**config.mk**
```make
export PLATFORM = sky130hd
export DESIGN_NAME = vga_pixel_out
export DESIGN_NICKNAME = d
export VERILOG_FILES = /design/src/rtl/vga_pixel_out.sv
export SDC_FILE = /design/constraint.sdc
export NUM_CORES = 1
export LEC_CHECK = 0
export ABC_AREA = 1
export ABC_CLOCK_PERIOD_IN_PS = 1500
export CAP_MARGIN = 5
export CORE_AREA = 5 5 113 62
export DETAILED_ROUTE_END_ITERATION = 16
export DIE_AREA = 0 0 118 67
export HOLD_SLACK_MARGIN = 0.08
export PLACE_DENSITY = 0.74
export SLEW_MARGIN = 20
export SYNTH_ARGS = -nofsm -noshare
export SYNTH_HDL_FRONTEND = slang
export SYNTH_SLANG_ARGS = --single-unit
```
**constraint.sdc**
```tcl
create_clock -name iCLOCK -period 1.5 [get_ports iCLOCK]
set_input_delay 0.375 -clock iCLOCK [delete_from_list [all_inputs] [get_ports iCLOCK]]
set_output_delay 0.375 -clock iCLOCK [all_outputs]
set_load 0.01 [all_outputs]
```
**src/rtl/vga_pixel_out.sv**
```systemverilog
`default_nettype none
// ============================================================================
// Module   : vga_pixel_out
// Purpose  : VGA timing generator that streams RGB565 pixels from a show-ahead
//            FIFO. Outputs are registered and a FIFO underflow shows as black.
// Revision : 1.0 - initial release
// ============================================================================
module vga_pixel_out #(
  parameter int H_ACTIVE = 640,
  parameter int H_FP     = 16,
  parameter int H_SYNC   = 96,
  parameter int H_BP     = 48,
  parameter int V_ACTIVE = 480,
  parameter int V_FP     = 10,
  parameter int V_SYNC   = 2,
  parameter int V_BP     = 33
) (
  input  logic        iCLOCK,
  input  logic        inRESET,
  input  logic        iRESET_SYNC,
  input  logic        iENABLE,
  input  logic [15:0] iFIFO_DATA,
  input  logic        iFIFO_EMPTY,
  output logic        oFIFO_RD_EN,
  output logic        oVGA_HSYNC,
  output logic        oVGA_VSYNC,
  output logic [4:0]  oVGA_R,
  output logic [5:0]  oVGA_G,
  output logic [4:0]  oVGA_B,
  output logic        oVGA_BLANK_N,
  output logic        oFRAME_START,
  output logic        oUNDERFLOW,
  output logic [7:0]  oUNDERFLOW_COUNT
);

  localparam int c_H_TOTAL = H_ACTIVE + H_FP + H_SYNC + H_BP;
  localparam int c_V_TOTAL = V_ACTIVE + V_FP + V_SYNC + V_BP;
  // One spare count of headroom so the sync-end bound never truncates.
  localparam int c_HW = $clog2(c_H_TOTAL + 1);
  localparam int c_VW = $clog2(c_V_TOTAL + 1);

  localparam logic [c_HW-1:0] c_H_LAST   = c_HW'(c_H_TOTAL - 1);
  localparam logic [c_HW-1:0] c_H_ACT    = c_HW'(H_ACTIVE);
  localparam logic [c_HW-1:0] c_HS_START = c_HW'(H_ACTIVE + H_FP);
  localparam logic [c_HW-1:0] c_HS_END   = c_HW'(H_ACTIVE + H_FP + H_SYNC);
  localparam logic [c_VW-1:0] c_V_LAST   = c_VW'(c_V_TOTAL - 1);
  localparam logic [c_VW-1:0] c_V_ACT    = c_VW'(V_ACTIVE);
  localparam logic [c_VW-1:0] c_VS_START = c_VW'(V_ACTIVE + V_FP);
  localparam logic [c_VW-1:0] c_VS_END   = c_VW'(V_ACTIVE + V_FP + V_SYNC);

  typedef enum logic [1:0] {
    S_IDLE = 2'd0,
    S_RUN  = 2'd1,
    S_STOP = 2'd2
  } state_t;

  state_t            r_state;
  state_t            w_state_nxt;
  logic [c_HW-1:0]   r_h;
  logic [c_VW-1:0]   r_v;
  logic [c_HW-1:0]   w_h_nxt;
  logic [c_VW-1:0]   w_v_nxt;

  logic              r_hsync;
  logic              r_vsync;
  logic [4:0]        r_red;
  logic [5:0]        r_green;
  logic [4:0]        r_blue;
  logic              r_blank_n;
  logic              r_frame_start;
  logic              r_underflow;
  logic [7:0]        r_uf_count;

  logic w_scan;
  logic w_h_last;
  logic w_v_last;
  logic w_active;
  logic w_pix_ok;
  logic w_underrun;
  logic w_hsync_n;
  logic w_vsync_n;

  assign w_scan     = (r_state != S_IDLE);
  assign w_h_last   = (r_h == c_H_LAST);
  assign w_v_last   = (r_v == c_V_LAST);
  assign w_active   = w_scan && (r_h < c_H_ACT) && (r_v < c_V_ACT);
  assign w_pix_ok   = w_active && !iFIFO_EMPTY;
  assign w_underrun = w_active && iFIFO_EMPTY;
  assign w_hsync_n  = !(w_scan && (r_h >= c_HS_START) && (r_h < c_HS_END));
  assign w_vsync_n  = !(w_scan && (r_v >= c_VS_START) && (r_v < c_VS_END));

  assign oFIFO_RD_EN = w_pix_ok;

  always_comb begin
    w_state_nxt = r_state;
    w_h_nxt     = '0;
    w_v_nxt     = '0;
    case (r_state)
      S_IDLE: if (iENABLE) w_state_nxt = S_RUN;
      S_RUN:  if (!iENABLE) w_state_nxt = S_STOP;
      S_STOP: begin
        if (iENABLE)                   w_state_nxt = S_RUN;
        else if (w_h_last && w_v_last) w_state_nxt = S_IDLE;
      end
      default: w_state_nxt = S_IDLE;
    endcase
    // Counters stay parked at the origin while idle; otherwise raster scan.
    if (w_scan) begin
      w_h_nxt = w_h_last ? '0 : r_h + 1'b1;
      if (w_h_last) w_v_nxt = w_v_last ? '0 : r_v + 1'b1;
      else          w_v_nxt = r_v;
    end
  end

  always_ff @(posedge iCLOCK or negedge inRESET) begin
    if (!inRESET) begin
      r_state <= S_IDLE;
      r_h     <= '0;
      r_v     <= '0;
    end else if (iRESET_SYNC) begin
      r_state <= S_IDLE;
      r_h     <= '0;
      r_v     <= '0;
    end else begin
      r_state <= w_state_nxt;
      r_h     <= w_h_nxt;
      r_v     <= w_v_nxt;
    end
  end

  always_ff @(posedge iCLOCK or negedge inRESET) begin
    if (!inRESET) begin
      r_hsync       <= 1'b1;
      r_vsync       <= 1'b1;
      r_red         <= '0;
      r_green       <= '0;
      r_blue        <= '0;
      r_blank_n     <= 1'b0;
      r_frame_start <= 1'b0;
      r_underflow   <= 1'b0;
      r_uf_count    <= '0;
    end else if (iRESET_SYNC) begin
      r_hsync       <= 1'b1;
      r_vsync       <= 1'b1;
      r_red         <= '0;
      r_green       <= '0;
      r_blue        <= '0;
      r_blank_n     <= 1'b0;
      r_frame_start <= 1'b0;
      r_underflow   <= 1'b0;
      r_uf_count    <= '0;
    end else begin
      r_hsync       <= w_hsync_n;
      r_vsync       <= w_vsync_n;
      r_red         <= w_pix_ok ? iFIFO_DATA[15:11] : 5'd0;
      r_green       <= w_pix_ok ? iFIFO_DATA[10:5]  : 6'd0;
      r_blue        <= w_pix_ok ? iFIFO_DATA[4:0]   : 5'd0;
      r_blank_n     <= w_active;
      r_frame_start <= (r_state == S_RUN) && (r_h == '0) && (r_v == '0);
      if (w_underrun) begin
        r_underflow <= 1'b1;
        if (r_uf_count != 8'hFF) r_uf_count <= r_uf_count + 8'd1;
      end
    end
  end

  assign oVGA_HSYNC       = r_hsync;
  assign oVGA_VSYNC       = r_vsync;
  assign oVGA_R           = r_red;
  assign oVGA_G           = r_green;
  assign oVGA_B           = r_blue;
  assign oVGA_BLANK_N     = r_blank_n;
  assign oFRAME_START     = r_frame_start;
  assign oUNDERFLOW       = r_underflow;
  assign oUNDERFLOW_COUNT = r_uf_count;

endmodule
`default_nettype wire
```
==> results.md, run 1 <==
* Std-Cell Rows at 20
* Die Ht at between 60 and 70 um
* Asr flop ratio synth at 1.00
* Slowest stage delay, CP at roughly 0.45 ns
* Number of fillers in the final layout at between 400 and 500
* RSZ-0062 raised after global routing: true
* Run status: finished, violations left
* Average wire length per cell after detail routing at 14.3 um
* Mapped Nets at between 300 and 400
* Number of maximum-capacitance violations at 0
* Share of the yosys chip area belonging to registers at 0.481
* Most common cell on crit path: sky130_fd_sc_hd__nand2_4
* Worst slew pin tran at 0.386 ns
* Overflow after GRT at 0
* Synth area leaders: sky130_fd_sc_hd__dfrtp_1 46%, sky130_fd_sc_hd__nand2_1 13%, sky130_fd_sc_hd__nor2_1 8.6%
* Clock latency of the later-clocked register in the worst-skew pair at roughly 0.30 ns
* Type of origin of the critical path: flop
* Layout cells sized above 1 at 0.216
* Die outline area at about 7900 um^2
* Register-to-Register Setup Slack at roughly 0.070 ns
* Most used DFF post-synth: sky130_fd_sc_hd__dfrtp_1
* Total area of sequential cells at 1280 um^2
* Wire length of the first global-routing pass at between 10 and 15 mm
* Setup slack after layout at -0.161 ns
* Nets at between 400 and 500
* Setup_tns at -0.161 ns
* Largest area contributor in the synthesized netlist: sky130_fd_sc_hd__dfrtp_1
* Relative slew slack at 0.743
* Sink Count at 51
* Sum of net half-perimeters after detailed placement at 5.31 mm
* Number of H-tree levels at 2
* Number of endpoints with negative hold slack in the final report at 0
* Count of unique library cells instantiated by Yosys at 34
* Top achievable clock speed at approximately 600 MHz
* Wirelength, routed at 7.40 mm
* Portion of synthesized cell area occupied by the leading cell type at 0.461
* Number of synthesized flops with an enable pin at 0
* Layout area overhead at 43.9%
* Crit path max fanout at 3
* Setup crit end kind: output pin
* Worst EP arrival at 1.29 ns
* Final worst path period share at 1.11
* Routed via count at approximately 2600
* Critical Path RT at between 1 and 1.5 ns
* DR DRC count at 0
* Cell at the root of the clock tree: sky130_fd_sc_hd__clkbuf_16
* Clock skew at slightly below 0.004 ns
* Slowest cell on crit path: sky130_fd_sc_hd__dfrtp_2
* Iteration-0 DRC count of the detailed router at 194
* Worst hold path type: input pin to asynchronous set/reset pin
* Final setup viols at 1
* Routed Antenna Nets at 0
* Deepest clock path buffer count at 2
* First-pass DRT Iterations at 5
* Clock tree from TritonCTS: yes
* Placed instance count at ~500
* Post-layout instance count excluding filler cells at between 500 and 600
* Synthesis-stage register bit count at between 50 and 60
* Overall power of the completed layout at 2.97 mW
* Max Transition Viols Final at 0
* Violations in the final reports: negative setup slack
* Final weighted congestion of routability-driven global placement at 0.989
* Clock buffer count from CTS at 5
* Ratio of routed vias to standard cells at 5.11
* Total inserted antenna cells at 0
* Synth Instances at ~340
* Cell breakdown of the critical path: nand2_4 > nand2_4 > nor2_8 > nand2_4 > nor2_4 > buf_6
* I/O pin total at 51
* Combined area of all synthesized cells at 2660 um^2
* IO buf count at 50
* GRT Util Overall at 0.194
* Area of the placeable core at slightly below 6000 um^2
* Peak ir drop on the vdd network at 626 uV
* Final period demand of the worst path at 1.66 ns
* Antenna violations before repair at 0
* Pin count of the biggest net entering global routing at 26
* Die Wd at ~120 um
* Power density over the cells at between 700 and 800 nW/um^2
* Effective utilization at floorplan at 0.454
* Mean instance size in the synthesized netlist at ~7.7 um^2
* CTS clock-pin slew for the worst setup and hold paths at 0.07 ns
* Post-layout util at 0.653
* Vias in the first global route at between 2000 and 2500
* Total area of multi-input combinational cells at roughly 1300 um^2
* Leakage power summed over all cells at around 1.9 nW
* Type of the worst setup path: flop to output pin
* Yosys warnings at 0
worst paths after layout:
| kind | startpoint | to | cells past startpoint |
|---|---|---|---|
| max | r_h[9]$_DFF_PN0_ | oFIFO_RD_EN | 6 |
| max in group asynchronous | inRESET | r_h[9]$_DFF_PN0_ | 3 |
| min reg2reg | oUNDERFLOW$_DFFE_PN0P_ | oUNDERFLOW$_DFFE_PN0P_ | 2 |
| max reg2reg | r_h[1]$_DFF_PN0_ | r_h[8]$_DFF_PN0_ | 7 |
| min in group iCLOCK | oUNDERFLOW$_DFFE_PN0P_ | oUNDERFLOW$_DFFE_PN0P_ | 2 |
| min | inRESET | oUNDERFLOW_COUNT[5]$_DFFE_PN0P_ | 2 |
repair_timing:
action                     4_1_cts  5_1_grt
setup endpoints to repair       39       26
cloned                           0        1
setup buffers                    4        1
hold buffers                     1        0
gates resized for setup         41       31
pin swaps                        3        4
hold endpoints to repair        12        0
power by group:
group	switching [mW]	internal [mW]
clock	0.549	0.625
sequential	0.0140	1.40
combinational	0.202	0.175
kinds of logic after synthesis:
| kind of cell | after synthesis | share of synthesized area |
|---|---|---|
| AND/OR/NAND/NOR | 217 | 0.367 |
| flip-flops | 51 | 0.481 |
| buffers and inverters | 46 | 0.0701 |
| AO/OA/AOI/OAI | 20 | 0.0414 |
| XOR/XNOR | 5 | 0.0165 |
| adder cells (fa/ha/maj) | 5 | 0.0235 |
metal layers:
metal	global-route usage	wire length (um)	vias up	share of wire
met3	0.0789	636	9	0.086
li1	-	-	1284	-
met5	0	0	-	0
met2	0.264	3030	90	0.41
met4	0.0429	64	0	0.0086
met1	0.282	3680	1256	0.50
synthesized netlist by cell type, types with 2 or more instances:
cell and number:
sky130_fd_sc_hd__nand4_1 8, sky130_fd_sc_hd__nand3b_1 2, sky130_fd_sc_hd__nor3_1 3, sky130_fd_sc_hd__dfstp_2 2, sky130_fd_sc_hd__nand2_2 4, sky130_fd_sc_hd__ha_1 5, sky130_fd_sc_hd__buf_2 5, sky130_fd_sc_hd__nand2_4 3
sky130_fd_sc_hd__nand3_1 29, sky130_fd_sc_hd__inv_2 3, sky130_fd_sc_hd__o21ai_0 7, sky130_fd_sc_hd__a21oi_1 7, sky130_fd_sc_hd__nor4_1 4, sky130_fd_sc_hd__nand2_1 94, sky130_fd_sc_hd__dfrtp_1 49, sky130_fd_sc_hd__clkbuf_1 2
sky130_fd_sc_hd__inv_1 34, sky130_fd_sc_hd__o21ai_1 2, sky130_fd_sc_hd__nor2_1 61, sky130_fd_sc_hd__nor3b_1 3, sky130_fd_sc_hd__xor2_1 4
cells in the final DEF (no fill, tap or decap), types with 2 or more instances in the layout:
master                            Yosys  layout
sky130_fd_sc_hd__nor2_2               1       8
sky130_fd_sc_hd__clkinv_4             0       2
sky130_fd_sc_hd__a21oi_1              7       7
sky130_fd_sc_hd__nand3b_1             2       2
sky130_fd_sc_hd__nand2_2              4       3
sky130_fd_sc_hd__o21ai_0              7       6
sky130_fd_sc_hd__buf_6                1       2
sky130_fd_sc_hd__buf_4                0      42
sky130_fd_sc_hd__dfstp_2              2       2
sky130_fd_sc_hd__ha_1                 5       3
sky130_fd_sc_hd__nor4_2               0       2
sky130_fd_sc_hd__nor2_1              61      52
sky130_fd_sc_hd__clkdlybuf4s50_1      0      19
sky130_fd_sc_hd__dlygate4sd2_1        0      27
sky130_fd_sc_hd__nand2_4              3       7
sky130_fd_sc_hd__nor3b_1              3       3
sky130_fd_sc_hd__clkdlybuf4s15_1      0       2
sky130_fd_sc_hd__xor2_1               4       4
sky130_fd_sc_hd__nand3_2              0       3
sky130_fd_sc_hd__inv_2                3       3
sky130_fd_sc_hd__nor2_4               1       3
sky130_fd_sc_hd__inv_1               34      33
sky130_fd_sc_hd__dfrtp_1             49      48
sky130_fd_sc_hd__nor3_2               0       2
sky130_fd_sc_hd__o21ai_1              2       3
sky130_fd_sc_hd__nand4_1              8       8
sky130_fd_sc_hd__nand3_1             29      26
sky130_fd_sc_hd__ha_4                 0       2
sky130_fd_sc_hd__nand2_1             94      91
sky130_fd_sc_hd__nor4_1               4       2
sky130_fd_sc_hd__clkbuf_16            0       5
layout make-up:
type	count	area share
clock buffer	5	0.0327
clock inverter	3	0.00654
inverter	37	0.0370
multi-input combinational	248	0.349
sequential	51	0.335
tap	77	0.0252
timing repair buffer	95	0.214
flip-flops by register name, summed over array words and instances (netlist names), 2 cells and up:
signal and count:
r_h 10, r_v 10, oUNDERFLOW_COUNT 8, oVGA_G 6
oVGA_B 5, oVGA_R 5, r_state 2
stage by stage:
stage | hold slack [ns] | setup WS, ns | instance area, um^2
6_report | 0.530 | -0.161 | 3820
2_1_floorplan | 0.0794 | 0.0116 | 2660
3_3_place_gp | 0.311 | -0.416 | 3510
4_1_cts | 0.529 | -0.173 | 3690
5_1_grt | 0.574 | -0.218 | 3820
3_5_place_dp | 0.313 | -0.413 | 3510
critical path: cells and delay by family, from the launching register on:
family | cells | cell delay, ns
flip-flops | 1 | 0.45
AND/OR/NAND/NOR | 5 | 0.41
buffers and inverters | 1 | 0.12
Power figures use the tool's default switching activity.
==> inputs of run 2 (changes only) <==
- CORE_AREA: 5 5 113 62 -> 5 5 103 57
- DIE_AREA: 0 0 118 67 -> 0 0 108 62
- DONT_BUFFER_PORTS: default -> 1
- PLACE_DENSITY: 0.74 -> 0.73
==> run 2 against run 1 <==
Effect of this change:
- the run ends with negative hold slack, negative setup slack left
- non-clock buffer count is 51 lower
- clock skew is 0.0073 ns higher
- combinational power is 42% lower
- flip-flop and latch count stayed put
- sequential share of layout area is 5.7 points higher
- global-route usage is 1.6 points higher
==> results.md, run 2 (synthesized netlist as in run 1, its figures left out) <==
* Post-layout util at 0.685 (was 0.653)
* Setup crit end kind: output pin (unchanged)
* Critical Path RT at 1.12 ns (about the same)
* RSZ-0062 raised after global routing: true (unchanged)
* Placed instance count at 433 (was 501)
* Setup slack after layout at -0.215 ns (was -0.161 ns)
* Ratio of routed vias to standard cells at 5.35 (was 5.11)
* Antenna violations before repair at 0 (unchanged)
* Layout cells sized above 1 at 0.250 (was 0.216)
* Die Wd at 108 um (was 118 um)
* Post-layout instance count excluding filler cells at 458 (was 516)
* Vias in the first global route at 2141 (was 2465)
* Final worst path period share at 1.14 (was 1.11)
* Clock skew at 0.0112 ns (was 0.00396 ns)
* DR DRC count at 0 (unchanged)
* Overall power of the completed layout at 2.47 mW (was 2.97 mW)
* Deepest clock path buffer count at 2 (unchanged)
* Number of H-tree levels at 2 (unchanged)
* Setup_tns at -0.218 ns (was -0.161 ns)
* Slowest cell on crit path: sky130_fd_sc_hd__dfrtp_2 (unchanged)
* Pin count of the biggest net entering global routing at 52 (was 26)
* Die Ht at 62 um (was 67 um)
* Slowest stage delay, CP at 0.46 ns (was 0.45 ns)
* Total inserted antenna cells at 0 (unchanged)
* Overflow after GRT at 0 (unchanged)
* Sink Count at 51 (unchanged)
* Iteration-0 DRC count of the detailed router at 347 (was 194)
* Cell at the root of the clock tree: sky130_fd_sc_hd__clkbuf_8 (was sky130_fd_sc_hd__clkbuf_16)
* Wire length of the first global-routing pass at 10.8 mm (was 12.2 mm)
* Nets at 413 (was 464)
* Average wire length per cell after detail routing at 15.6 um (was 14.3 um)
* CTS clock-pin slew for the worst setup and hold paths at 0.10 ns (was 0.07 ns)
* Clock tree from TritonCTS: yes (unchanged)
* First-pass DRT Iterations at 5 (unchanged)
* Worst hold path type: input pin to asynchronous set/reset pin (unchanged)
* Layout area overhead at 23.1% (was 43.9%)
* Violations in the final reports: negative hold slack, negative setup slack (was negative setup slack)
* GRT Util Overall at 0.210 (was 0.194)
* Sum of net half-perimeters after detailed placement at 4.76 mm (was 5.31 mm)
* Run status: finished, violations left (unchanged)
* Top achievable clock speed at 583 MHz (was 602 MHz)
* Smallest hold slack at -0.254 ns (was 0.530 ns)
* Clock buffer count from CTS at 5 (unchanged)
* Worst EP arrival at 1.34 ns (was 1.29 ns)
* Max Transition Viols Final at 0 (unchanged)
* Final setup viols at 2 (was 1)
* Wirelength, routed at 7.14 mm (was 7.40 mm)
* Routed Antenna Nets at 0 (unchanged)
* Worst slew pin tran at 0.320 ns (was 0.386 ns)
* Area of the placeable core at 4770 um^2 (was 5860 um^2)
* Worst Setup Slack post-DPL at -0.0907 ns (was -0.413 ns)
* Routed via count at 2450 (was 2639)
* Most common cell on crit path: sky130_fd_sc_hd__nand2_2 (was sky130_fd_sc_hd__nand2_4)
* Die outline area at 6700 um^2 (was 7910 um^2)
* Leakage power summed over all cells at 1.54 nW (was 1.88 nW)
* Leading cell type in the layout, fill and taps excluded: sky130_fd_sc_hd__nand2_1 (unchanged)
* Std-Cell Rows at 18 (was 20)
* Cell breakdown of the critical path: nand2_2 > nand2_4 > nor2_8 > nand2_2 > nor2_4 (was nand2_4 > nand2_4 > nor2_8 > nand2_4 > nor2_4 > buf_6)
* Buffers and inverters on the worst path at 0 (was 1)
* Number of endpoints with negative hold slack in the final report at 51 (was 0)
* Final weighted congestion of routability-driven global placement at 0.902 (was 0.989)
* Effective utilization at floorplan at 0.557 (was 0.454)
* Final period demand of the worst path at 1.72 ns (was 1.66 ns)
* Type of the worst setup path: flop to output pin (unchanged)
* Top cell family by delay on the critical path: simple AND/OR/NAND/NOR gates (was flip-flops)
* Power density over the cells at 755 nW/um^2 (was 776 nW/um^2)
* Peak ir drop on the vdd network at 484 uV (was 626 uV)
* I/O pin total at 51 (unchanged)
* Number of maximum-capacitance violations at 0 (unchanged)
* Highest-count cells in the layout ignoring fill and taps: 90 x sky130_fd_sc_hd__nand2_1, 51 x sky130_fd_sc_hd__nor2_1, 47 x sky130_fd_sc_hd__dfrtp_1 (was 91 x sky130_fd_sc_hd__nand2_1, 52 x sky130_fd_sc_hd__nor2_1, 48 x sky130_fd_sc_hd__dfrtp_1)
* Clock latency of the later-clocked register in the worst-skew pair at 0.32 ns (was 0.30 ns)
* Crit path max fanout at 7 (was 3)
* Relative slew slack at 0.786 (was 0.743)
* IO buf count at 0 (was 50)
* Type of origin of the critical path: flop (unchanged)
run 2: worst reg2reg max path, cell delays in order (launching register included):
cell and delay [ns]:
sky130_fd_sc_hd__dfrtp_2 0.43, sky130_fd_sc_hd__nand2_2 0.10, sky130_fd_sc_hd__buf_4 0.16, sky130_fd_sc_hd__nor2_2 0.12, sky130_fd_sc_hd__nand3_2 0.12, sky130_fd_sc_hd__nand2_4 0.15
sky130_fd_sc_hd__buf_4 0.17, sky130_fd_sc_hd__nand4_1 0.13, sky130_fd_sc_hd__nand2_1 0.08
run 2: timing repair:
item / in CTS / in global routing
endpoints found under the setup margin: 21 / 32
gates resized for setup: 6 / 34
hold endpoints to repair: 51 / 51
buffers inserted: 7 / 9
pin swaps: 6 / 5
gates cloned: 0 / 1
run 2: final cells by class:
| class | instances | area [um^2] |
|---|---|---|
| Inverter | 37 | 144 |
| Timing Repair Buffer | 44 | 343 |
| Fill cell | 350 | 1500 |
| Clock buffer | 5 | 68.8 |
| Tap cell | 70 | 87.6 |
| Clock inverter | 3 | 25.0 |
| Multi-Input combinational cell | 248 | 1320 |
| Sequential cell | 51 | 1280 |
run 2: power by group:
part	leakage [nW]	switching [mW]	internal (mW)	total, mW
Sequential	0.694	0.0238	1.40	1.43
Combinational	0.806	0.124	0.0962	0.220
Clock	0.0443	0.488	0.334	0.823
Total	1.54	0.636	1.83	2.47
run 2: per-layer routing:
layer	vias to the layer above	part of all wire	track usage	wire, um
met2	123	0.41	0.294	2920
met5	-	0	0	0
met4	0	0.016	0.0486	112
met1	1136	0.47	0.326	3390
met3	15	0.10	0.0506	718
li1	1176	-	-	-
run 2: through the flow:
stage          hold WS, ns  area [um^2]
6_report            -0.254         3270
3_3_place_gp        0.0819         2910
2_1_floorplan       0.0794         2660
3_5_place_dp        0.0816         2910
5_1_grt             -0.275         3270
4_1_cts             -0.262         3080
run 2: worst paths after layout:
| check | start | end | slack, ns | cells after the start |
|---|---|---|---|---|
| min in group iCLOCK | iRESET_SYNC | oVGA_B[1]$_DFF_PN0_ | 0.11 | 1 |
| min | inRESET | oVGA_BLANK_N$_DFF_PN0_ | -0.25 | 0 |
| min reg2reg | r_v[0]$_DFFE_PN0P_ | r_v[0]$_DFFE_PN0P_ | 0.52 | 1 |
| max in group asynchronous | inRESET | oVGA_HSYNC$_DFF_PN1_ | 1.55 | 0 |
| max reg2reg | r_h[9]$_DFF_PN0_ | r_v[4]$_DFFE_PN0P_ | 0 | 8 |
| max | r_h[9]$_DFF_PN0_ | oFIFO_RD_EN | -0.22 | 5 |
==> inputs of run 3 (changes only) <==
- CORE_AREA: 5 5 103 57 -> 5 5 115 63
- DIE_AREA: 0 0 108 62 -> 0 0 120 68
- PLACE_DENSITY: 0.73 -> default
==> run 3 against run 2 <==
Effect of this change:
- global-route usage is 4.5 points lower
- largest cell class unchanged
- die area grew 22%
- sequential power hardly changed
- routed wire length fell by 7.6%
- the flow still finishes with violations (negative hold slack, negative setup slack)
==> results.md, run 3 (synthesized netlist as in run 1, its figures left out) <==
* Top achievable clock speed at 600 MHz (was 583 MHz)
* Slowest cell on crit path: sky130_fd_sc_hd__dfrtp_1 (was sky130_fd_sc_hd__dfrtp_2)
* Std-Cell Rows at 21 (was 18)
* First-pass DRT Iterations at 4 (was 5)
* Pin count of the biggest net entering global routing at 52 (unchanged)
* Relative slew slack at 0.809 (was 0.786)
* Effective utilization at floorplan at 0.423 (was 0.557)
* Nets at 401 (was 413)
* Crit path max fanout at 6 (was 7)
* Deepest clock path buffer count at 2 (unchanged)
* Post-layout util at 0.510 (was 0.685)
* Power density over the cells at 871 nW/um^2 (was 755 nW/um^2)
* IO buf count at 0 (unchanged)
* GRT Util Overall at 0.164 (was 0.210)
* Clock buffer count from CTS at 5 (unchanged)
* Peak ir drop on the vdd network at 412 uV (was 484 uV)
* Setup slack after layout at -0.165 ns (was -0.215 ns)
* Count of cells along the worst register-to-register path at 8 (unchanged)
* Overall power of the completed layout at 2.79 mW (was 2.47 mW)
* Setup crit end kind: output pin (unchanged)
* Overflow after GRT at 0 (unchanged)
* Wire length of the first global-routing pass at 10.3 mm (was 10.8 mm)
* Post-layout instance count excluding filler cells at 456 (was 458)
* Number of maximum-capacitance violations at 0 (unchanged)
* Final period demand of the worst path at 1.67 ns (was 1.72 ns)
* Area of the placeable core at 6280 um^2 (was 4770 um^2)
* Worst slew pin tran at 0.285 ns (was 0.320 ns)
* Violations in the final reports: negative hold slack, negative setup slack (unchanged)
* Ratio of routed vias to standard cells at 4.99 (was 5.35)
* Leakage power summed over all cells at 1.50 nW (was 1.54 nW)
* Final worst path period share at 1.11 (was 1.14)
* Total inserted antenna cells at 0 (unchanged)
* Routed via count at 2276 (was 2450)
* CTS clock-pin slew for the worst setup and hold paths at 0.07 ns (was 0.10 ns)
* Worst hold path type: input pin to asynchronous set/reset pin (unchanged)
* Highest-count cells in the layout ignoring fill and taps: 91 x sky130_fd_sc_hd__nand2_1, 54 x sky130_fd_sc_hd__nor2_1, 49 x sky130_fd_sc_hd__dfrtp_1 (was 90 x sky130_fd_sc_hd__nand2_1, 51 x sky130_fd_sc_hd__nor2_1, 47 x sky130_fd_sc_hd__dfrtp_1)
* Die outline area at 8160 um^2 (was 6700 um^2)
* Net switching power figure at 682 uW (was 636 uW)
* Sum of net half-perimeters after detailed placement at 4.76 mm (about the same)
* DR DRC count at 0 (unchanged)
* Type of the worst setup path: flop to output pin (unchanged)
* Number of H-tree levels at 2 (unchanged)
* Buffers and inverters on the worst path at 0 (unchanged)
* Clock tree from TritonCTS: yes (unchanged)
* Die Ht at 68 um (was 62 um)
* Critical Path RT at 1.12 ns (about the same)
* Routed Antenna Nets at 0 (unchanged)
* Internal power at 2.11 mW (was 1.83 mW)
* Die Wd at 120 um (was 108 um)
* Most common cell on crit path: sky130_fd_sc_hd__nand2_4 (was sky130_fd_sc_hd__nand2_2)
* Top cell family by delay on the critical path: simple AND/OR/NAND/NOR gates (unchanged)
* Leading cell type in the layout, fill and taps excluded: sky130_fd_sc_hd__nand2_1 (unchanged)
* Iteration-0 DRC count of the detailed router at 191 (was 347)
* Antenna violations before repair at 0 (unchanged)
* Sink Count at 51 (unchanged)
* Run status: finished, violations left (unchanged)
* Slowest stage delay, CP at 0.44 ns (was 0.46 ns)
* Max Transition Viols Final at 0 (unchanged)
* Vias in the first global route at 2042 (was 2141)
* RSZ-0062 raised after global routing: true (unchanged)
* Worst EP arrival at 1.29 ns (was 1.34 ns)
* Average wire length per cell after detail routing at 14.5 um (was 15.6 um)
* Wirelength, routed at 6.59 mm (was 7.14 mm)
* Placed instance count at 441 (was 433)
* Type of origin of the critical path: flop (unchanged)
* Switching Fraction at 0.245 (was 0.258)
* Cell breakdown of the critical path: nand2_2 > nand2_4 > nor2_8 > nand2_4 > nor2_4 (was nand2_2 > nand2_4 > nor2_8 > nand2_2 > nor2_4)
* Smallest hold slack at -0.235 ns (was -0.254 ns)
* Register share of total power at 0.513 (was 0.578)
* Final weighted congestion of routability-driven global placement at 0.900 (was 0.902)
* Clock latency of the later-clocked register in the worst-skew pair at 0.30 ns (was 0.32 ns)
* Final setup viols at 1 (was 2)
* Layout cells sized above 1 at 0.207 (was 0.250)
* Setup_tns at -0.165 ns (was -0.218 ns)
* CP Depth at 5 (unchanged)
* Cell at the root of the clock tree: sky130_fd_sc_hd__clkbuf_16 (was sky130_fd_sc_hd__clkbuf_8)
* Part of the power in combinational logic at 0.070 (was 0.089)
* I/O pin total at 51 (unchanged)
* Part of the total power dissipated in the clock network at 0.417 (was 0.333)
* Number of fillers in the final layout at 587 (was 350)
* Number of endpoints with negative hold slack in the final report at 51 (unchanged)
* Layout area overhead at 20.5% (was 23.1%)
* Clock skew at 0.00816 ns (was 0.0112 ns)
-- run 3: changes by cell type in the layout (fill, tap and decap cells not counted), sizes merged --
cell	previous run	this run
buf	44	33
nand4	10	9
-- run 3: what timing repair did --
| item | in CTS | in global routing |
|---|---|---|
| buffers inserted | 4 | 3 |
| endpoints found under the hold margin | 51 | 51 |
| gates resized for setup | 4 | 24 |
| pin swaps | 6 | 7 |
| endpoints found under the setup margin | 14 | 29 |
-- run 3: worst register-to-register path, stage by stage, from the launching register on --
cell	delay, ns
sky130_fd_sc_hd__dfrtp_1	0.44
sky130_fd_sc_hd__nand2_2	0.13
sky130_fd_sc_hd__nand2_4	0.07
sky130_fd_sc_hd__nor2_8	0.12
sky130_fd_sc_hd__buf_4	0.14
sky130_fd_sc_hd__nand4_4	0.18
sky130_fd_sc_hd__nand2_4	0.18
sky130_fd_sc_hd__nand2_1	0.07
sky130_fd_sc_hd__nand2_1	0.05
-- run 3: through the flow --
step	setup slack [ns]	hold WS, ns	area, um^2
2_1_floorplan	0.0116	0.0794	2660
3_3_place_gp	-0.0514	0.0820	2910
3_5_place_dp	-0.0333	0.0819	2910
4_1_cts	-0.151	-0.244	3100
5_1_grt	-0.224	-0.253	3200
6_report	-0.165	-0.235	3200
-- run 3: path summary, 6_finish.rpt --
path | startpoint | to | slack (ns)
setup / recovery | r_h[9]$_DFF_PN0_ | oFIFO_RD_EN | -0.17
hold / removal | inRESET | oVGA_R[2]$_DFF_PN0_ | -0.24
setup reg to reg | r_h[9]$_DFF_PN0_ | oUNDERFLOW_COUNT[3]$_DFFE_PN0P_ | 0.06
hold reg to reg | r_v[0]$_DFFE_PN0P_ | r_v[0]$_DFFE_PN0P_ | 0.55
max in group asynchronous | inRESET | oVGA_HSYNC$_DFF_PN1_ | 1.55
min in group iCLOCK | iRESET_SYNC | oVGA_G[0]$_DFF_PN0_ | 0.14
-- run 3: metal layers --
metal / share of wire / GRT usage
met3: 0.073 / 0.0537
met1: 0.52 / 0.251
met2: 0.39 / 0.208
met4: 0.015 / 0.0642
met5: 0 / 0
-- run 3: cell type report --
cell class,count,area [um^2],share of cell area
sequential,51,1280,0.399
timing repair buffer,33,248,0.0773
clock buffer,5,125,0.0391
clock inverter,3,25.0,0.00781
tap,80,100,0.0313
multi-input combinational,247,1280,0.401
inverter,37,141,0.0441
-- run 3: power groups by stage --
stage          clock, mW  combinational [mW]  sequential (mW)
4_1_cts             1.20               0.184             1.43
3_5_place_dp           0               0.174             1.46
5_1_grt             1.26               0.221             1.44
2_1_floorplan          0               0.119             1.46
3_3_place_gp           0               0.173             1.46
6_report            1.16               0.195             1.43
==> patch 1 (flow settings as in run 2) <==
Re-encode `state_t` (3 states) as one-hot, 3 bits wide.
--- a/src/rtl/vga_pixel_out.sv
+++ b/src/rtl/vga_pixel_out.sv
@@ -48,10 +48,10 @@
   localparam logic [c_VW-1:0] c_VS_START = c_VW'(V_ACTIVE + V_FP);
   localparam logic [c_VW-1:0] c_VS_END   = c_VW'(V_ACTIVE + V_FP + V_SYNC);
 
-  typedef enum logic [1:0] {
-    S_IDLE = 2'd0,
-    S_RUN  = 2'd1,
-    S_STOP = 2'd2
+  typedef enum logic [2:0] {
+    S_IDLE = 3'b001,
+    S_RUN  = 3'b010,
+    S_STOP = 3'b100
   } state_t;
 
   state_t            r_state;
Behaviour: same outputs for any inputs over 10 cycles, from zero or initial values and one cycle with inRESET low; not proved beyond that.
==> patch 1 against run 2 <==
The flow still finishes with violations (negative hold slack, negative setup slack); synthesized area up 4.3%; sequential share of layout area down 1.7 points; global-route usage down 0.55 points; design area up 6.9%; worst hold slack worse by 0.0044 ns; routed wire length down 2.1%; sequential cell count up 1; utilization up 4.7 points; worst setup slack better by 0.094 ns; clock skew down 0.00080 ns; largest cell class unchanged; highest routed layer unchanged.
Power is not compared: it rests on default switching activity, and its combinational part moved more than twofold at a synthesized area within 25%.
==> patch 1: results (changes against run 2) <==
| Metric | Value |
|---|---|
| Setup slack after layout | `-0.121 ns (+0.0943 ns)` |
| Multi-In Gates | `233 (-6.0%)` |
| Area taken by multi-input logic gates | `1390 sq um (+5.0%)` |
| Clock-cell share | `0.0268 (-0.00186)` |
| HPWL Detailed | `4690 um (-1.3%)` |
| Unique masters post-synth | `35 (+2.9%)` |
| Starting DRT DRC Count | `177 (-49%)` |
| Reg-to-reg startpoint | `r_h[5]` |
| CP Class | `flip-flop to flip-flop` |
| Fin. Hold Viols | `52 (+2.0%)` |
| Fraction of layout instances using a drive strength above 1 | `0.331 (+0.0808)` |
| Violated checks | `negative hold slack, negative setup slack` |
| Status | `complete, but fails checks` |
| Via Count | `2489 (+1.6%)` |
| Wire per inst | `14.9 um (-4.4%)` |
| R2r worst-path depth | `9 (+1)` |
| Synth Area in Compound Gates | `0.0587 (+0.0173)` |
| Non-Filler Instances | `469 (+2.4%)` |
| Dpl cells | `438 (+1.2%)` |
| Hold Slack | `-0.258 ns (-0.00437 ns)` |
| Final nets | `424 (+2.7%)` |
| # setup viols final | `16 (+14)` |
| NonClk Buf Share | `0.106 (+0.00144)` |
| Avg Inst Size Synth | `7.92 sq um (+2.5%)` |
| Slew margin rel. | `0.761 (-0.0251)` |
| Xor and xnor area share after synthesis | `0.00316 (-0.0133)` |
| Logic inverters | `59 (+59%)` |
patch 1: cell count changes after synthesis, moves of 3 or more:
cell     before  now
xor2_1        4    1
nand2_1      94   74
buf_2         5    1
nor2_1       61   45
nor3_1        3    8
nor2_2        1   12
inv_1        34   53
a21oi_1       7   12
o21ai_2       0    3
nand3_1      29   35
patch 1: routing by layer:
layer / vias up / global-route usage / wire (um)
li1: 1202 / - / -
met2: 119 / 0.281 / 3060
met4: 0 / 0.0558 / 104
met3: 15 / 0.0753 / 672
met5: - / 0 / 0
met1: 1153 / 0.302 / 3160
patch 1: worst reg2reg max path, delay by kind of cell, from the launching register on:
family / cells / cell delay (ns)
buffers and inverters: 2 / 0.27
DFF: 1 / 0.44
and+or+nand+nor: 7 / 0.82
patch 1: power groups by stage:
stage	logic [mW]	clock network (mW)	registers, mW
6_report	1.42	0.831	1.68
5_1_grt	1.55	0.925	1.69
4_1_cts	1.18	0.866	1.68
3_5_place_dp	0.950	0	1.72
3_3_place_gp	0.932	0	1.72
2_1_floorplan	0.676	0	1.72
patch 1: cell families after synthesis:
kind of cell / after synthesis
buffers and inverters: 65
DFF: 52
adders and majority gates: 5
xor gates and xnor gates: 1
AOI/OAI and AO/OA: 28
and+or+nand+nor: 199
patch 1: repair_timing:
item	CTS	global route
cloned	0	1
buffers inserted	11	11
endpoints found under the setup margin	5	30
endpoints found under the hold margin	52	52
pin swaps	6	14
resized for setup	14	58
patch 1: through the flow:
step / util / setup slack (ns) / power [mW] / setup TNS [ns]
after CTS: 0.673 / -0.149 / 3.72 / -0.182
after floorplan: - / 0.107 / 2.39 / 0
after global routing: 0.732 / -0.235 / 4.17 / -3.01
final: 0.732 / -0.121 / 3.93 / -1.03
after global placement: 0.625 / 0.0347 / 2.65 / 0
after detailed placement: 0.625 / -0.0252 / 2.67 / -0.0693
==> patch 2 (settings of run 2) <==
Made on the original files. The parameter `V_ACTIVE` goes from 480 to 960.
--- a/src/rtl/vga_pixel_out.sv
+++ b/src/rtl/vga_pixel_out.sv
@@ -10,7 +10,7 @@
   parameter int H_FP     = 16,
   parameter int H_SYNC   = 96,
   parameter int H_BP     = 48,
-  parameter int V_ACTIVE = 480,
+  parameter int V_ACTIVE = 960,
   parameter int V_FP     = 10,
   parameter int V_SYNC   = 2,
   parameter int V_BP     = 33
Behaviour: no difference found for any inputs over 10 cycles, from zero or initial values and one cycle with inRESET low; that may be too few to reach the edited logic, so the function may still have changed.
==> patch 2 against run 2 <==
The run still ends with negative hold slack, negative setup slack left; utilization increased by 2.0 points; via count decreased by 1.9%; worst setup slack improved by 0.091 ns; maximum frequency increased by 5.6%; power increased by 1.1%; design area increased by 2.9%; critical endpoint unchanged; non-clock buffer count decreased by 2; sequential cell count unchanged; routed wire length decreased by 1.1%; synthesized area increased by 3.7%; highest routed layer unchanged; count of clock-buffer cells in the layout unchanged; worst hold slack got worse by 0.0062 ns.
==> patch 2: results (changes against run 2) <==
| Metric | Value |
|---|---|
| Status | `complete, but fails checks` |
| Violated checks | `negative hold slack, negative setup slack` |
| Crit Path Max Fanout | `4 (-3)` |
| Starting DRT DRC Count | `193 (-44%)` |
| Dominant synthesized flop cell | `dfrtp_1` |
| Crit path DAT | `1.25 ns (-0.09 ns)` |
| Clk slew on worst S/H paths | `0.10 ns (about the same)` |
| # fillers | `370 (+5.7%)` |
| Fin. Hold Viols | `51 (unchanged)` |
| P_leak | `1.60 nW (+3.6%)` |
| Synth-to-Final Area Change | `22.1%` |
| Avg Inst Size Synth | `8.25 sq um (+6.8%)` |
| CP delay by family, top | `flip-flops` |
| Async set or reset register ratio after synthesis | `1.00 (unchanged)` |
| Wire per inst | `15.8 um (+1.3%)` |
| Slew margin rel. | `0.690 (-0.0961)` |
| First-pass GRT wire length | `10700 um (-0.51%)` |
| Clock skew after layout | `0.00600 ns (-0.00524 ns)` |
| Synth top cells by count | `nand2_1, dfrtp_1, inv_1` |
| ANT cells | `0 (unchanged)` |
| Pre-CTS WS | `-0.0358 ns (+0.0550 ns)` |
| Non-Filler Instances | `447 (-2.4%)` |
| Sw frac | `0.268 (+0.0103)` |
| Synth top area cells | `dfrtp_1, nand2_1, nand3_1` |
| DR pass1 iterations | `5 (unchanged)` |
| Routed vias/inst | `5.38 (+0.50%)` |
| HPWL Detailed | `4970 um (+4.4%)` |
| Unique masters post-synth | `38 (+12%)` |
| Largest net degree at the start of global routing | `52 (unchanged)` |
| Gp weighted congestion | `0.915 (+1.5%)` |
| Fraction of layout instances using a drive strength above 1 | `0.271 (+0.0206)` |
| Num CTS Buffers | `5 (unchanged)` |
| Dpl cells | `427 (-1.4%)` |
| Register area share after synthesis | `0.464 (-0.0173)` |
| Peak supply drop | `0.000703 V (+45%)` |
| Root buffer cell | `clkbuf_8` |
| Max incr delay on CP | `0.43 ns (-0.03 ns)` |
| Initial antenna violation count | `0 (unchanged)` |
| Hold Crit Class | `input port to async pin` |
| Hold Slack | `-0.260 ns (-0.00625 ns)` |
| Setup slack after layout | `-0.124 ns (+0.0912 ns)` |
| Vias in the first global route | `2162 (+0.98%)` |
| Syn Nets | `360 (-2.7%)` |
| Postcts setup bufs | `8 (+1)` |
| Dpl cell area | `3040 sq um (+4.4%)` |
| Final nets | `402 (-2.7%)` |
| # setup viols final | `5 (+3)` |
| CTS Buffer Depth | `2 (unchanged)` |
| Final setup TNS | `-0.205 ns (+0.0123 ns)` |
| Gr usage total | `0.214 (+0.00438)` |
| CP max-delay cell | `dfrtp_1` |
[patch 2: cell count changes in the layout (fill, tap and decap cells not counted), moves of 7 or more]
| cell | run 2 | this run |
|---|---|---|
| nor2_4 | 4 | 18 |
| nand3_1 | 26 | 33 |
| inv_1 | 33 | 48 |
| nor2_1 | 51 | 35 |
| nand2_1 | 90 | 66 |
| buf_4 | 43 | 36 |
[patch 2: power by group through the flow]
stage / Combinational, mW / Sequential (mW) / Clock [mW]
6_report: 0.209 / 1.42 / 0.869
5_1_grt: 0.227 / 1.42 / 0.938
4_1_cts: 0.185 / 1.42 / 0.876
3_5_place_dp: 0.170 / 1.45 / 0
3_3_place_gp: 0.166 / 1.45 / 0
2_1_floorplan: 0.119 / 1.45 / 0
[patch 2: per-layer routing]
layer  wire length [um]  track usage  vias up
met1               3290        0.320     1145
met5                  0            0        -
li1                   -            -     1127
met3                732       0.0495        8
met2               2960        0.313      123
met4                 87       0.0612        0
[patch 2: logic make-up after synthesis]
logic type | after synthesis | share of synthesized area
simple gates | 189 | 0.350
compound gates | 23 | 0.0495
xor+xnor | 5 | 0.0159
buf+inv | 61 | 0.0985
fa+ha+maj | 5 | 0.0227
flops | 51 | 0.464
[patch 2: final cells by class]
class,instances,share of cell area
clock inverter,3,0.00855
multi-input combinational,222,0.389
sequential,51,0.381
inverter,54,0.0662
timing repair buffer,42,0.108
tap,70,0.0260
clock buffer,5,0.0205
[patch 2: final timing paths]
check	start	endpoint	slack [ns]	depth (start not counted)
max reg2reg	r_h[1]	r_v[6]	-0.03	9
min	inRESET	r_v[0]	-0.26	0
min in group iCLOCK	iRESET_SYNC	oVGA_BLANK_N	0.12	1
min reg2reg	r_h[3]	oFRAME_START	0.54	3
max in group asynchronous	inRESET	oVGA_VSYNC	1.56	0
max	r_state[1]	oFIFO_RD_EN	-0.12	6
